==> src/rtl/spi_cmd_pkg.sv <==
// Shared constants and FSM state type for the SPI command master.
package spi_cmd_pkg;

  localparam logic [7:0] CMD_DATECODE = 8'h01;
  localparam logic [7:0] CMD_CTRL_WR  = 8'h03;
  localparam logic [7:0] CMD_ADDR_WR  = 8'h04;
  localparam logic [7:0] CMD_ADDR_RD  = 8'h05;
  localparam logic [7:0] CMD_DATA_WR  = 8'h06;
  localparam logic [7:0] CMD_DATA_LD  = 8'h07;
  localparam logic [7:0] CMD_RDATA_RD = 8'h08;

  localparam int unsigned FRAME_BITS    = 40;
  localparam int unsigned RSP_FIRST_BIT = 9;

  typedef enum logic [2:0] {
    StIdle,
    StSetup,
    StShift,
    StHold,
    StGap
  } state_e;

endpackage

==> src/rtl/spi_cmd_sck_gen.sv <==
// SCK generator: half-period counter with rise/fall ticks that announce the next SCK edge.
module spi_cmd_sck_gen #(
  parameter int unsigned ClkDiv = 8
) (
  input  logic clk_i,
  input  logic rst_i,
  input  logic en_i,
  output logic rise_tick_o,
  output logic fall_tick_o,
  output logic spi_clk_o
);
  localparam int unsigned CntW = $clog2(ClkDiv);
  localparam logic [CntW-1:0] CntLast = CntW'(ClkDiv - 1);
  // Starting at 1 makes the first edge land ClkDiv cycles after chip select drops.
  localparam logic [CntW-1:0] CntStart = CntW'(1);

  logic [CntW-1:0] cnt_q, cnt_d;
  logic            spi_clk_q, spi_clk_d;
  logic            tick;

  always_comb begin
    tick      = en_i && (cnt_q == CntLast);
    cnt_d     = CntStart;
    spi_clk_d = 1'b0;
    if (en_i) begin
      cnt_d     = tick ? '0 : cnt_q + CntW'(1);
      spi_clk_d = spi_clk_q ^ tick;
    end
  end

  always_ff @(posedge clk_i or posedge rst_i) begin
    if (rst_i) begin
      cnt_q     <= CntStart;
      spi_clk_q <= 1'b0;
    end else begin
      cnt_q     <= cnt_d;
      spi_clk_q <= spi_clk_d;
    end
  end

  assign rise_tick_o = tick & ~spi_clk_q;
  assign fall_tick_o = tick & spi_clk_q;
  assign spi_clk_o   = spi_clk_q;

endmodule

==> src/rtl/spi_cmd_master.sv <==
// On-chip SPI mode-0 master issuing 40-bit {cmd, payload} frames and capturing a 32-bit readback.
// Define SPI_CMD_MASTER_MISO_SYNC_EN to pass MISO through a 2-flop synchronizer.
module spi_cmd_master
  import spi_cmd_pkg::*;
#(
  parameter int unsigned CLK_DIV = 8,
  parameter int unsigned CS_GAP  = 16
) (
  input  logic        clk_i,
  input  logic        rst_i,
  input  logic        req_valid_i,
  output logic        req_ready_o,
  input  logic [7:0]  req_cmd_i,
  input  logic [31:0] req_wdata_i,
  output logic        rsp_valid_o,
  output logic [31:0] rsp_rdata_o,
  output logic        spi_clk_o,
  output logic        spi_en_n_o,
  output logic        spi_mosi_o,
  input  logic        spi_miso_i
);
  localparam int unsigned HoldW = $clog2(CLK_DIV);
  localparam int unsigned GapW  = $clog2(CS_GAP + 1);
  localparam logic [HoldW-1:0] HoldLast = HoldW'(CLK_DIV - 1);
  localparam logic [GapW-1:0]  GapLast  = GapW'(CS_GAP - 1);
  localparam logic [5:0]       LastBit  = 6'(FRAME_BITS);
  localparam logic [5:0]       FirstRsp = 6'(RSP_FIRST_BIT);

  state_e            state_q, state_d;
  logic [39:0]       frame_q, frame_d;
  logic [31:0]       rx_q, rx_d, rdata_q, rdata_d;
  logic [5:0]        bit_cnt_q, bit_cnt_d;
  logic [HoldW-1:0]  hold_cnt_q, hold_cnt_d;
  logic [GapW-1:0]   gap_cnt_q, gap_cnt_d;
  logic              mosi_q, mosi_d, en_n_q, en_n_d, ready_q, ready_d, rsp_valid_q, rsp_valid_d;
  logic              rise_tick, fall_tick, sample_en, miso_s;

  spi_cmd_sck_gen #(
    .ClkDiv(CLK_DIV)
  ) u_sck_gen (
    .clk_i      (clk_i),
    .rst_i      (rst_i),
    .en_i       (state_q == StShift),
    .rise_tick_o(rise_tick),
    .fall_tick_o(fall_tick),
    .spi_clk_o  (spi_clk_o)
  );

`ifdef SPI_CMD_MASTER_MISO_SYNC_EN
  logic [1:0] miso_sync_q;
  logic [2:0] rise_pipe_q;
  // Sampling trails the rise by two extra cycles so it lines up with the synchronizer delay.
  always_ff @(posedge clk_i or posedge rst_i) begin
    if (rst_i) begin
      miso_sync_q <= '0;
      rise_pipe_q <= '0;
    end else begin
      miso_sync_q <= {miso_sync_q[0], spi_miso_i};
      rise_pipe_q <= {rise_pipe_q[1:0], rise_tick};
    end
  end
  assign sample_en = rise_pipe_q[2];
  assign miso_s    = miso_sync_q[1];
`else
  logic rise_q;
  always_ff @(posedge clk_i or posedge rst_i) begin
    if (rst_i) rise_q <= 1'b0;
    else       rise_q <= rise_tick;
  end
  assign sample_en = rise_q;
  assign miso_s    = spi_miso_i;
`endif

  always_comb begin
    state_d     = state_q;
    frame_d     = frame_q;
    rx_d        = rx_q;
    rdata_d     = rdata_q;
    bit_cnt_d   = bit_cnt_q;
    hold_cnt_d  = hold_cnt_q;
    gap_cnt_d   = gap_cnt_q;
    mosi_d      = mosi_q;
    en_n_d      = en_n_q;
    ready_d     = ready_q;
    rsp_valid_d = 1'b0;

    // Rises 1..8 carry the command byte; the slave's readback starts at rise 9.
    if (sample_en && (bit_cnt_q >= FirstRsp)) rx_d = {rx_q[30:0], miso_s};

    unique case (state_q)
      StIdle: begin
        if (req_valid_i && ready_q) begin
          state_d   = StSetup;
          frame_d   = {req_cmd_i, req_wdata_i};
          mosi_d    = req_cmd_i[7];
          en_n_d    = 1'b0;
          ready_d   = 1'b0;
          bit_cnt_d = '0;
          rx_d      = '0;
        end
      end
      StSetup: state_d = StShift;
      StShift: begin
        if (rise_tick && (bit_cnt_q < LastBit)) bit_cnt_d = bit_cnt_q + 6'd1;
        if (fall_tick) begin
          frame_d = {frame_q[38:0], 1'b0};
          mosi_d  = (bit_cnt_q < LastBit) ? frame_q[38] : 1'b0;
          if (bit_cnt_q == LastBit) begin
            state_d    = StHold;
            hold_cnt_d = '0;
          end
        end
      end
      StHold: begin
        if (hold_cnt_q == HoldLast) begin
          state_d     = StGap;
          en_n_d      = 1'b1;
          rsp_valid_d = 1'b1;
          rdata_d     = rx_q;
          gap_cnt_d   = '0;
        end else begin
          hold_cnt_d = hold_cnt_q + HoldW'(1);
        end
      end
      StGap: begin
        if (gap_cnt_q == GapLast) begin
          state_d = StIdle;
          ready_d = 1'b1;
        end else begin
          gap_cnt_d = gap_cnt_q + GapW'(1);
        end
      end
      default: state_d = StIdle;
    endcase
  end

  always_ff @(posedge clk_i or posedge rst_i) begin
    if (rst_i) begin
      state_q     <= StIdle;
      frame_q     <= '0;
      rx_q        <= '0;
      rdata_q     <= '0;
      bit_cnt_q   <= '0;
      hold_cnt_q  <= '0;
      gap_cnt_q   <= '0;
      mosi_q      <= 1'b0;
      en_n_q      <= 1'b1;
      ready_q     <= 1'b1;
      rsp_valid_q <= 1'b0;
    end else begin
      state_q     <= state_d;
      frame_q     <= frame_d;
      rx_q        <= rx_d;
      rdata_q     <= rdata_d;
      bit_cnt_q   <= bit_cnt_d;
      hold_cnt_q  <= hold_cnt_d;
      gap_cnt_q   <= gap_cnt_d;
      mosi_q      <= mosi_d;
      en_n_q      <= en_n_d;
      ready_q     <= ready_d;
      rsp_valid_q <= rsp_valid_d;
    end
  end

  assign req_ready_o = ready_q;
  assign rsp_valid_o = rsp_valid_q;
  assign rsp_rdata_o = rdata_q;
  assign spi_en_n_o  = en_n_q;
  assign spi_mosi_o  = mosi_q;

endmodule

==> config.mk <==
export PLATFORM = sky130hd
export DESIGN_NAME = spi_cmd_master
export DESIGN_NICKNAME = d
export VERILOG_FILES = /design/src/rtl/spi_cmd_pkg.sv /design/src/rtl/spi_cmd_sck_gen.sv /design/src/rtl/spi_cmd_master.sv
export SDC_FILE = /design/constraint.sdc
export NUM_CORES = 1
export LEC_CHECK = 0
export ABC_AREA = 1
export CORE_MARGIN = 5
export CORE_UTILIZATION = 55
export DETAILED_ROUTE_END_ITERATION = 7
export MAX_ROUTING_LAYER = met4
export PLACE_DENSITY = 0.8
export SYNTH_ARGS = -nofsm -noshare
export SYNTH_HDL_FRONTEND = slang
export SYNTH_HIERARCHICAL = 1
export SYNTH_SLANG_ARGS = --single-unit
==> constraint.sdc <==
create_clock -name clk_i -period 4.8 [get_ports clk_i]
set_clock_uncertainty 0.15 [all_clocks]
set_input_delay 0.96 -clock clk_i [delete_from_list [all_inputs] [get_ports clk_i]]
set_output_delay 0.96 -clock clk_i [all_outputs]
set_load 0.005 [all_outputs]
# ---- Word-level counts from Yosys, hierarchy flattened
# Cells that the tools add are included.
dict set report word_totals {
  register_bits 129
  input_bits 44
  output_inout_bits 37
  elab_cells 94
}
dict set report op_classes {
  add_sub_neg 4
  order_cmp 2
  n_eq_ne 16
  mux 36
  bitwise 4
  n_reduce_logical 18
}
# op n
set ops {}
lappend ops {{32-bit 2-to-1 mux} 3}
lappend ops {{39-bit 2-to-1 mux} 2}
lappend ops {{39-bit one-hot mux with 2 select lines} 1}
lappend ops {{3-bit 2-to-1 mux} 10}
lappend ops {{2-bit != test, second input constant} 8}
lappend ops {{3-bit one-hot mux with 5 select lines} 1}
lappend ops {{3-bit AND reduction} 5}
lappend ops {{6-bit 2-to-1 mux} 2}
lappend ops {{6-bit one-hot mux with 2 select lines} 1}
lappend ops {{5-bit 2-to-1 mux} 2}
lappend ops {{5-bit one-hot mux with 2 select lines} 1}
lappend ops {{2-bit nonzero test} 5}
lappend ops {{3-bit == test, second input constant} 3}
lappend ops {{1-bit 2-to-1 mux} 9}
lappend ops {{3-bit by 1-bit adder with 3-bit output, second input constant} 2}
lappend ops {{6-bit by 1-bit adder with 6-bit output, second input constant} 1}
lappend ops {{3-bit by 2-bit == test with 1-bit output, second input constant} 2}
lappend ops {{6-bit == test, second input constant} 1}
lappend ops {{6-bit by 4-bit >= comparator with 1-bit output, second input constant} 1}
lappend ops {{6-bit < comparator, second input constant} 1}
lappend ops {{1-bit one-hot mux with 2 select lines} 3}
lappend ops {{3-bit one-hot mux with 2 select lines} 1}
lappend ops {{5-bit by 1-bit adder with 5-bit output, second input constant} 1}
lappend ops {{5-bit by 4-bit == test with 1-bit output, second input constant} 1}
lappend ops {{9 further kinds} 13}

# ---- Depth between registers and ports, before layout
# Gate-level depths: netlist (run 1).
dict set report logic_depth {
  word_depth 6
  depth_mapped 11
  mapped_depth_nobuf 11
}

# ---- By module
# Netlist (run 1), hierarchy kept.
# mod n_inst cells_per_inst area_per_inst_um2 seq_area_each_um2
set by_module_without_submodules {}
lappend by_module_without_submodules {spi_cmd_master 1 723 5944.5 3130.5}
lappend by_module_without_submodules {spi_cmd_sck_gen 1 18 177.7 101.3}

# ---- Worst setup path before layout (run 1)
# OpenSTA, ideal clock, no wires.
dict set report synth_path {
  path_kind {input-to-reg}
  startpoint {input port req_valid_i}
  endpoint {register frame_q[18]}
  setup_time_ns 0.074
  arrival_time_ns 1.800
  t_required_ns 4.576
  setup_slack_ns 2.776
  cell_stages 8
  n_path_buf 2
  path_cell_list {nand2_1 -> nor3_2 -> inv_2 -> nand2_4 -> buf_6 -> buf_8 -> nand2_2 -> o21ai_2}
}
dict set report synth_via {
  elab_chain_cells 3
}
# item line_no
set synth_rtl {}
lappend synth_rtl {{start, declared} spi_cmd_master.sv:11} ;# input logic req_valid_i,
lappend synth_rtl {{1-bit logical AND} spi_cmd_master.sv:92} ;# if (req_valid_i && ready_q) begin
lappend synth_rtl {{2-bit != test (no line)} --}
lappend synth_rtl {{3-bit AND reduction (no line)} --}
lappend synth_rtl {{end signal, assigned} spi_cmd_master.sv:152} ;# frame_q <= frame_d;
lappend synth_rtl {{end, declared} spi_cmd_master.sv:30} ;# logic [39:0] frame_q, frame_d;
# Every way passes these cells.
# A chain may end at the register's enable or synchronous reset.

# ---- Worst setup path after layout (run 1)
dict set report layout_path {
  startpoint {register state_q[2]}
  endpoint {register mosi_q (netlist: spi_mosi_o)}
}
dict set report layout_via {
  elab_chain_cells 5
  word_cells_on_any_way 9
  cone_classes {eq/ne: 3; mux: 1; bitwise: 1; reduce/logical: 4}
}
# item line_no
set layout_rtl {}
lappend layout_rtl {{start, declared} spi_cmd_master.sv:29} ;# state_e state_q, state_d;
lappend layout_rtl {{start signal, assigned} spi_cmd_master.sv:139} ;# state_q <= StIdle;
lappend layout_rtl {{start signal, assigned} spi_cmd_master.sv:151} ;# state_q <= state_d;
lappend layout_rtl {{3-bit by 2-bit == test with 1-bit output} spi_cmd_master.sv:43} ;# .en_i (state_q == StShift),
lappend layout_rtl {{1-bit logical AND} spi_cmd_sck_gen.sv:22} ;# tick = en_i && (cnt_q == CntLast);
lappend layout_rtl {{1-bit AND} spi_cmd_sck_gen.sv:42} ;# assign fall_tick_o = tick & spi_clk_q;
lappend layout_rtl {{named net fall_tick} spi_cmd_master.sv:36} ;# logic rise_tick, fall_tick, sample_en, miso_s;
lappend layout_rtl {{2-bit != test (no line)} --}
lappend layout_rtl {{3-bit AND reduction (no line)} --}
lappend layout_rtl {{end signal, assigned} spi_cmd_master.sv:158} ;# mosi_q <= mosi_d;
lappend layout_rtl {{end, declared} spi_cmd_master.sv:35} ;# logic mosi_q, mosi_d, en_n_q, en_n_d, ready_q, ready_d, rsp_valid_q, rsp_valid_d;
# The timed path passes the listed nets, and every way through them passes these cells.

==> impl_metrics.json, run 1 <==
{
  "routed_via_density": 5.08,
  "gp_congestion": 0.787,
  "io_buffers": 80,
  "tightest_slew_ns": 1.17,
  "io_pins": 81,
  "cts_resized": 0,
  "yosys_warnings": 6,
  "slew_viol_final": 0,
  "via_count": 4844,
  "reg2reg_from": "state_q[2]",
  "antenna_cells": 0,
  "fmax_mhz": 324,
  "layout_commonest_cell": "nand2_1",
  "syn_nets": 795,
  "clock-sinks": 129,
  "fp.coreArea_sq_mm": 0.0109,
  "detailedRoute.firstPassIterationCount": 5,
  "post-route-period-util_pct": 64.4,
  "grt_antenna_before_repair": 0,
  "cp.arrival_ns": 3.35,
  "initial_utilization_pct": 56.2,
  "layout.cells.non_filler": 953,
  "grt_setup_unrepaired": "no",
  "start_kind": "flop",
  "synth_seq_cells": 129,
  "finalSetupViolations": 0,
  "ir_worst_vdd_mv": 0.204,
  "syn-cell-area_sq_mm": 0.00612,
  "grt_use_total_pct": 20.3,
  "critPathMaxFanout": 81,
  "fin_nets": 856,
  "cts_max_level": 4,
  "path_clk_slew_ns": 0.06,
  "ant_nets": 0,
  "rows": 38,
  "dieArea_sq_mm": 0.0133,
  "cp-startpoint": "state_q[2]",
  "cts_max_path_buffers": 2,
  "dp_hpwl_mm": 7.84,
  "fillCellCount": 868,
  "power_density_mw_per_mm2": 313,
  "wirelength_mm": 12.1,
  "die_h_microns": 116,
  "cts_made_buffers": 17,
  "finalWorstPathRequiredPeriod_ns": 3.09,
  "cts_tree": "built",
  "dpl.cell_count": 923,
  "drc_errors": 0,
  "cts_setup_buffers": 0,
  "cts-root-buf": "clkbuf_8",
  "post-place-ws_ns": 1.36,
  "synth_cells": 741,
  "syn_to_final_growth_pct": 21.7,
  "finalHoldViolations": 0,
  "synth-seq-area-share_pct": 52.8,
  "clk_latency_ns": 0.52,
  "drtIter0Drc": 451,
  "overflow": 0,
  "relSlewSlack_pct": 21.7,
  "p_leak_nw": 3.51,
  "grt_pass1_vias": 4819,
  "fin_ws_ns": 1.71,
  "postCtsHoldBufs": 0,
  "grt_max_degree": 85,
  "hold_path_class": "reg -> reg",
  "layout-drive-gt1-share_pct": 10.5,
  "endpoint_kind": "flop",
  "ys_types": 25,
  "grt_pass1_wl_mm": 21.4,
  "mostFrequentLayoutCells": "179 x nand2_1, 125 x dfrtp_1, 92 x inv_1",
  "die_w_microns": 116,
  "required_ns": 5.06,
  "finalSetupTns_ns": 0,
  "status": "finished, final reports clean",
  "totalPowerFinal_mw": 2.33,
  "wl_per_cell_microns": 12.7,
  "avgSynthCellArea_sq_um": 8.26,
  "critical_path_class": "reg -> reg",
  "drv_cap": 0,
  "min_from": "rx_q[31]"
}
cells in the mapped netlist, drive strengths merged:
cell	instances	share of area, %
nand3	49	4.0
a21oi	36	2.9
inv	96	5.9
and3	1	0.10
nor2	54	3.6
buf	27	2.8
nor3	1	0.16
ha	10	2.0
xor2	2	0.29
clkbuf	13	0.80
dfstp	3	1.3
nand3b	1	0.12
dfrtp	126	52
nand2	203	14
o21ai	119	11
where the power goes:
part	internal (mW)	switching [mW]
Combinational	0.0324	0.0279
Sequential	1.09	0.000683
Clock	0.747	0.437
state kept, by name (all words and copies together), names as in the netlist:
name and cells:
frame_q 39, req_ready_o 1, rsp_valid_o 1, u_sck_gen/spi_clk_o 1, state_q 3, rsp_rdata_o 32, gap_cnt_q 5, spi_en_n_o 1
rx_q 32, bit_cnt_q 6, rise_q 1, spi_mosi_o 1, hold_cnt_q 3, u_sck_gen/cnt_q 3
per-layer routing:
metal,up-vias,wire length (microns),global-route usage (%)
met5,-,0,-
met4,0,137,5.48
met3,16,606,5.17
met2,106,5820,32.1
met1,2256,5530,26.4
li1,2466,-,-
per-stage QoR:
stage	area (sq um)	hold slack (ns)	util [%]
finish	7450	0.325	68.4
floorplan	6120	0.293	-
CTS	7450	0.325	68.4
detailed placement	6900	0.316	63.4
global route	7450	0.356	68.4
global placement	6900	0.315	63.4
layout make-up:
| type | instances | area, sq um | share of cell area [%] |
|---|---|---|---|
| clock buffers | 25 | 494 | 6.63 |
| flip-flops and latches | 129 | 3230 | 43.4 |
| inverters | 96 | 363 | 4.87 |
| well taps | 140 | 175 | 2.35 |
| repair buffers | 82 | 816 | 10.9 |
| multi-input cells | 476 | 2320 | 31.1 |
| clock inverters | 5 | 52.6 | 0.705 |
path summary, 6_finish.rpt:
| check | endpoint | slack, ns | cells after the start |
|---|---|---|---|
| worst max-delay path | spi_mosi_o | 1.71 | 10 |
| worst min-delay path | rsp_rdata_o[31] | 0.32 | 2 |
| worst max register to register | spi_mosi_o | 1.71 | 10 |
| worst min register to register | rsp_rdata_o[31] | 0.32 | 2 |
| max in group asynchronous | rsp_rdata_o[11] | 2.69 | 3 |
| min in group asynchronous | u_sck_gen/cnt_q[2] | 0.58 | 2 |
critical path: stages (launching register included):
cell and delay, ns:
dfrtp_1 0.50, nor2_4 0.19, nand2_4 0.39, inv_2 0.36, nand3_1 0.16, inv_1 0.12, nand2_2 0.08, nand2_4 0.67
inv_1 0.15, nand2_1 0.10, nand2_1 0.05
kinds of logic (layout without fill, tap and decap cells):
kind of cell,Yosys count,in the layout,synth area share (%)
simple gates,309,309,21.5
compound gates,155,155,13.9
xor+xnor,2,2,0.286
flops,129,129,52.8
fa+ha+maj,10,10,2.04
buf+inv,136,208,9.44
Note: power is estimated with default switching activity, not from simulation.
==> run 2: changes to the inputs <==
Settings changed: CORE_UTILIZATION 55 to 50, PLACE_DENSITY 0.8 to 0.76.
Clock period 4.8 ns to 2.7 ns, I/O delays scaled along.
==> run 2 against run 1 <==
  * Sequential share of layout area is 0.65 points lower
  * Core utilization is 5.5 points lower
  * First-iteration DRC count fell by 14%
  * Worst setup slack worse by 1.1 ns
  * Clock power is 76% higher
  * Sequential power is 78% higher
  * Die area is 9.1% higher
  * Final area grew 1.5%
  * Routed wire length increased by 1.1%
  * Critical path depth shrank 9
  * Cell count grew 1.4%
  * Via count barely moved
  * Critical path type is now reg -> out
  * Highest routed layer unchanged
==> impl_metrics.json, run 2 (synthesis results as in run 1) <==
{
  "finalHoldViolations": 0,
  "finalSetupTns_ns": 0,
  "cts_max_path_buffers": 2,
  "fin_area_sq_mm": 0.00756,
  "post-place-ws_ns": 0.372,
  "dieArea_sq_mm": 0.0146,
  "met3_usage_pct": 4.86,
  "gp_congestion": 0.830,
  "status": "finished, final reports clean",
  "grt.busiest_layer": "met2",
  "start_kind": "flop",
  "reg2reg_from": "state_q[2]",
  "drv_cap": 0,
  "detailedRoute.firstPassIterationCount": 5,
  "die_w_microns": 121,
  "initial_utilization_pct": 51.0,
  "largest_register_ff_count": 39,
  "cts_made_buffers": 17,
  "p_int_mw": 3.30,
  "regMostFlops": "frame_q",
  "swShare_pct": 20.1,
  "relSlewSlack_pct": 33.9,
  "cts_setup_buffers": 0,
  "tightest_slew_ns": 0.991,
  "grt_pass1_vias": 4774,
  "ir_worst_vdd_mv": 0.375,
  "ant_nets": 0,
  "grt_use_met1_pct": 22.9,
  "fin_ws_ns": 0.563,
  "layout-drive-gt1-share_pct": 11.2,
  "syn_to_final_growth_pct": 23.6,
  "grt_use_total_pct": 18.3,
  "reg2reg_slack_ns": 0.59,
  "fp.coreArea_sq_mm": 0.0120,
  "crit_path_cell_trace": "clkdlybuf4s50_1",
  "antenna_cells": 0,
  "rr_endpoint": "hold_cnt_q[0]",
  "p_leak_nw": 3.56,
  "drtIter0Drc": 386,
  "wirelength_mm": 12.2,
  "rows": 40,
  "required_ns": 2.01,
  "grt_max_degree": 81,
  "placed_area_sq_mm": 0.00702,
  "io_buffers": 80,
  "cp.arrival_ns": 1.45,
  "clk_latency_ns": 0.42,
  "power_density_mw_per_mm2": 546,
  "grt_antenna_before_repair": 0,
  "p_comb_share_pct": 2.7,
  "power_switching_uw": 832,
  "post-route-period-util_pct": 79.2,
  "slew_viol_final": 0,
  "dpl.cell_count": 936,
  "path_clk_slew_ns": 0.05,
  "routed_via_density": 5.01,
  "clock-sinks": 129,
  "grt_setup_unrepaired": "no",
  "layout.cells.non_filler": 966,
  "die_h_microns": 121,
  "multi_input_area_sq_mm": 0.00232,
  "p_seq_share_pct": 46.9,
  "final_util_pct": 63.0,
  "overflow": 0,
  "totalPowerFinal_mw": 4.13,
  "io_pins": 81,
  "fmax_mhz": 468,
  "rr_worst_depth": 11,
  "cts_resized": 0,
  "p_clk_share_pct": 50.3,
  "crit_family": "flip-flops",
  "crit_slowest_cell": "dfstp_2",
  "cts-root-buf": "clkbuf_16",
  "drc_errors": 0,
  "grt_pass1_wl_mm": 21.1,
  "endpoint_kind": "output port",
  "fillCellCount": 1037,
  "postCtsHoldBufs": 0,
  "fin_nets": 862,
  "via_count": 4843,
  "wl_per_cell_microns": 12.7,
  "cts_tree": "built",
  "finalWorstPathRequiredPeriod_ns": 2.14,
  "critPathMaxFanout": 3,
  "layout_commonest_cell": "nand2_1",
  "finalSetupViolations": 0,
  "seqCellArea_sq_mm": 0.00323,
  "mostFrequentLayoutCells": "179 x nand2_1, 125 x dfrtp_1, 92 x inv_1",
  "cts_max_level": 4,
  "worst-path-buf-inv": 1,
  "critical-path-max-stage-delay_ns": 0.54,
  "holdWs_ns": 0.272,
  "hold_path_class": "in -> async",
  "dp_hpwl_mm": 8.17,
  "critical_path_class": "reg -> out",
  "grt_use_met2_pct": 28.9
}
## run 2: cell count changes in the layout (fill, tap and decap cells not counted), sizes merged
cell,delta
clkinvlp,+1
buf,+6
clkinv,+1
inv,-1
bufinv,-1
## run 2: routing by layer
layer / vias up / share of wire, %
met3: 22 / 4.5
met4: 0 / 1.6
met2: 117 / 48
met1: 2242 / 46
li1: 2462 / -
met5: - / 0
## run 2: worst max path at each step
stage               endpoint  depth (start not counted)         from
6_report         req_ready_o                          1  req_ready_o
4_1_cts          req_ready_o                          1  req_ready_o
2_1_floorplan   bit_cnt_q[0]                          1        rst_i
3_5_place_dp      frame_q[4]                          7  req_valid_i
5_1_grt        hold_cnt_q[1]                         10   state_q[2]
3_3_place_gp      frame_q[5]                          7  req_valid_i
## run 2: power by group through the flow
stage | clock [mW] | sequential (mW) | combinational (mW)
after global routing | 2.21 | 1.94 | 0.126
after global placement | 0 | 1.97 | 0.115
after CTS | 2.12 | 1.94 | 0.117
after detailed placement | 0 | 1.97 | 0.116
final | 2.08 | 1.94 | 0.113
after floorplan | 0 | 1.97 | 0.0317
## run 2: cell type report
class                   instances  share of cell area [%]
inverters                      96                    4.81
multi-input cells             476                    30.6
well taps                     147                    2.43
clock buffers                  25                    6.81
repair buffers                 88                    12.2
clock inverters                 5                   0.364
flip-flops and latches        129                    42.7
==> run 3: changes to the inputs <==
Clock period 2.7 ns to 1.8 ns, I/O delays scaled along.
==> run 3 against run 2 <==
  * The flow now finishes with violations (negative setup slack)
  * Flip-flop and latch count stayed put
  * Clock power increased by 68%
  * Total power is 59% higher
  * Sequential share of layout area decreased by 5.1 points
  * Combinational power rose by 53%
  * Non-clock buffer count rose by 54
  * Critical endpoint is now bit_cnt_q[4]
==> impl_metrics.json, run 3 (synthesis results as in run 1) <==
{
  "critPathMaxFanout": 5,
  "wl_per_cell_microns": 15.2,
  "totalPowerFinal_mw": 6.57,
  "path_clk_slew_ns": 0.06,
  "rr_worst_depth": 10,
  "regMostFlops": "frame_q",
  "clock-sinks": 129,
  "finalWorstPathRequiredPeriod_ns": 1.92,
  "reg2reg_from": "u_sck_gen/cnt_q[0]",
  "largest_register_ff_count": 39,
  "fmax_mhz": 521,
  "detailedRoute.firstPassIterationCount": 5,
  "hold_path_class": "in -> async",
  "grt_pass1_wl_mm": 22.5,
  "relSlewSlack_pct": 56.7,
  "routed_via_density": 5.29,
  "die_w_microns": 121,
  "start_kind": "flop",
  "cts-root-buf": "clkbuf_16",
  "critical-path-max-stage-delay_ns": 0.56,
  "antenna_cells": 0,
  "required_ns": 2.01,
  "grt_antenna_before_repair": 0,
  "cts_made_buffers": 17,
  "finalSetupTns_ns": -0.718,
  "drtIter0Drc": 531,
  "critical_path_class": "reg -> reg",
  "endpoint_kind": "flop",
  "slew_viol_final": 0,
  "ir_worst_vdd_mv": 0.617,
  "crit_path_cell_trace": "ha_4 -> ha_4 -> buf_6 -> nand2_4 -> nor2_4 -> nand3_2 -> nand2_4 -> buf_4 -> nand2_1 -> nand2_1",
  "p_leak_nw": 4.32,
  "overflow": 0,
  "cts_tree": "built",
  "io_pins": 81,
  "via_count": 5406,
  "layout_commonest_cell": "nand2_1",
  "post-route-period-util_pct": 107,
  "drv_cap": 0,
  "power_density_mw_per_mm2": 765,
  "syn_to_final_growth_pct": 40.2,
  "grt_use_total_pct": 19.6,
  "reg2reg_slack_ns": -0.12,
  "initial_utilization_pct": 51.0,
  "clk_latency_ns": 0.42,
  "gp_congestion": 0.849,
  "wirelength_mm": 15.6,
  "dp_hpwl_mm": 8.54,
  "drc_errors": 0,
  "io_buffers": 80,
  "grt_setup_unrepaired": "yes",
  "dieArea_sq_mm": 0.0146,
  "cts_max_level": 4,
  "tightest_slew_ns": 0.642,
  "cts_max_path_buffers": 2,
  "grt_max_degree": 81,
  "mostFrequentLayoutCells": "163 x nand2_1, 124 x dfrtp_1, 86 x inv_1",
  "fin_nets": 916,
  "status": "finished with violations",
  "ant_nets": 0,
  "crit_slowest_cell": "dfstp_2",
  "violations": "negative setup slack",
  "die_h_microns": 121,
  "grt_pass1_vias": 4947,
  "fin_ws_ns": -0.121,
  "cp.arrival_ns": 2.13,
  "rr_endpoint": "bit_cnt_q[4]",
  "finalHoldViolations": 0,
  "rows": 40,
  "layout-drive-gt1-share_pct": 22.9,
  "finalSetupViolations": 16,
  "fp.coreArea_sq_mm": 0.0120,
  "postCtsHoldBufs": 0
}
==> run 3: changes by cell type in the layout (fill, tap and decap cells not counted), sizes merged, moves of 3 or more <==
cell | before | now
buf | 8 | 56
dlymetal6s2s | 0 | 14
dlygate4sd2 | 0 | 15
clkinv | 4 | 9
clkdlybuf4s50 | 80 | 51
bufinv | 0 | 3
==> run 3: layer usage <==
metal  global-route usage [%]  vias up  wire length, microns
li1                         -     2592                     -
met1                     24.3     2565                  6360
met2                     31.2      204                  7940
met3                     4.49       45                   868
met4                     8.00        0                   403
met5                        -        -                     0
==> run 3: how the worst max path moves through the flow <==
stage,startpoint,end,slack (ns)
final,u_sck_gen/cnt_q[0],bit_cnt_q[4],-0.12
after global routing,bit_cnt_q[3],bit_cnt_q[2],-0.17
after CTS,u_sck_gen/cnt_q[0],bit_cnt_q[2],-0.05
after detailed placement,req_valid_i,frame_q[38],-0.25
after global placement,req_valid_i,spi_mosi_o,-0.15
after floorplan,rst_i,bit_cnt_q[0],-0.25
==> run 3: area by class of cell <==
cell class	instances	area, sq um
inverters	96	372
multi-input cells	476	2570
fillers	836	3430
clock inverters	12	139
clock buffers	20	457
well taps	147	184
repair buffers	142	1630
flip-flops and latches	129	3230
==> run 3: repair_timing <==
action,4_1_cts,5_1_grt
cloned,3,9
endpoints found under the setup margin,66,120
pin swaps,3,18
setup buffers,8,22
resized for setup,34,88
==> run 3: metrics by stage <==
step                setup WS (ns)  util (%)  cells  hold WS, ns  instance area (sq um)
floorplan                  -0.248         -    741      -0.0246                   6130
global route               -0.166      71.5   1022        0.102                   8580
finish                     -0.121      71.5   1022        0.107                   8580
detailed placement         -0.249      59.5    950        0.320                   7150
CTS                       -0.0547      66.1    992       0.0892                   7940
global placement           -0.155      59.5    950        0.317                   7150
==> run 3: worst max-delay path: cells and delay by family, from the launching register on <==
family        cells  cell delay, ns
simple gates      6            0.63
fa+ha+maj         2            0.28
flops             1            0.56
buf+inv           2            0.23
==> run 3: where the power goes <==
group          leakage [nW]  internal [mW]  total [mW]  switching [mW]
Combinational          2.45         0.0953       0.173          0.0779
Clock                 0.303           2.23        3.49            1.26
Sequential             1.57           2.91        2.91         0.00168
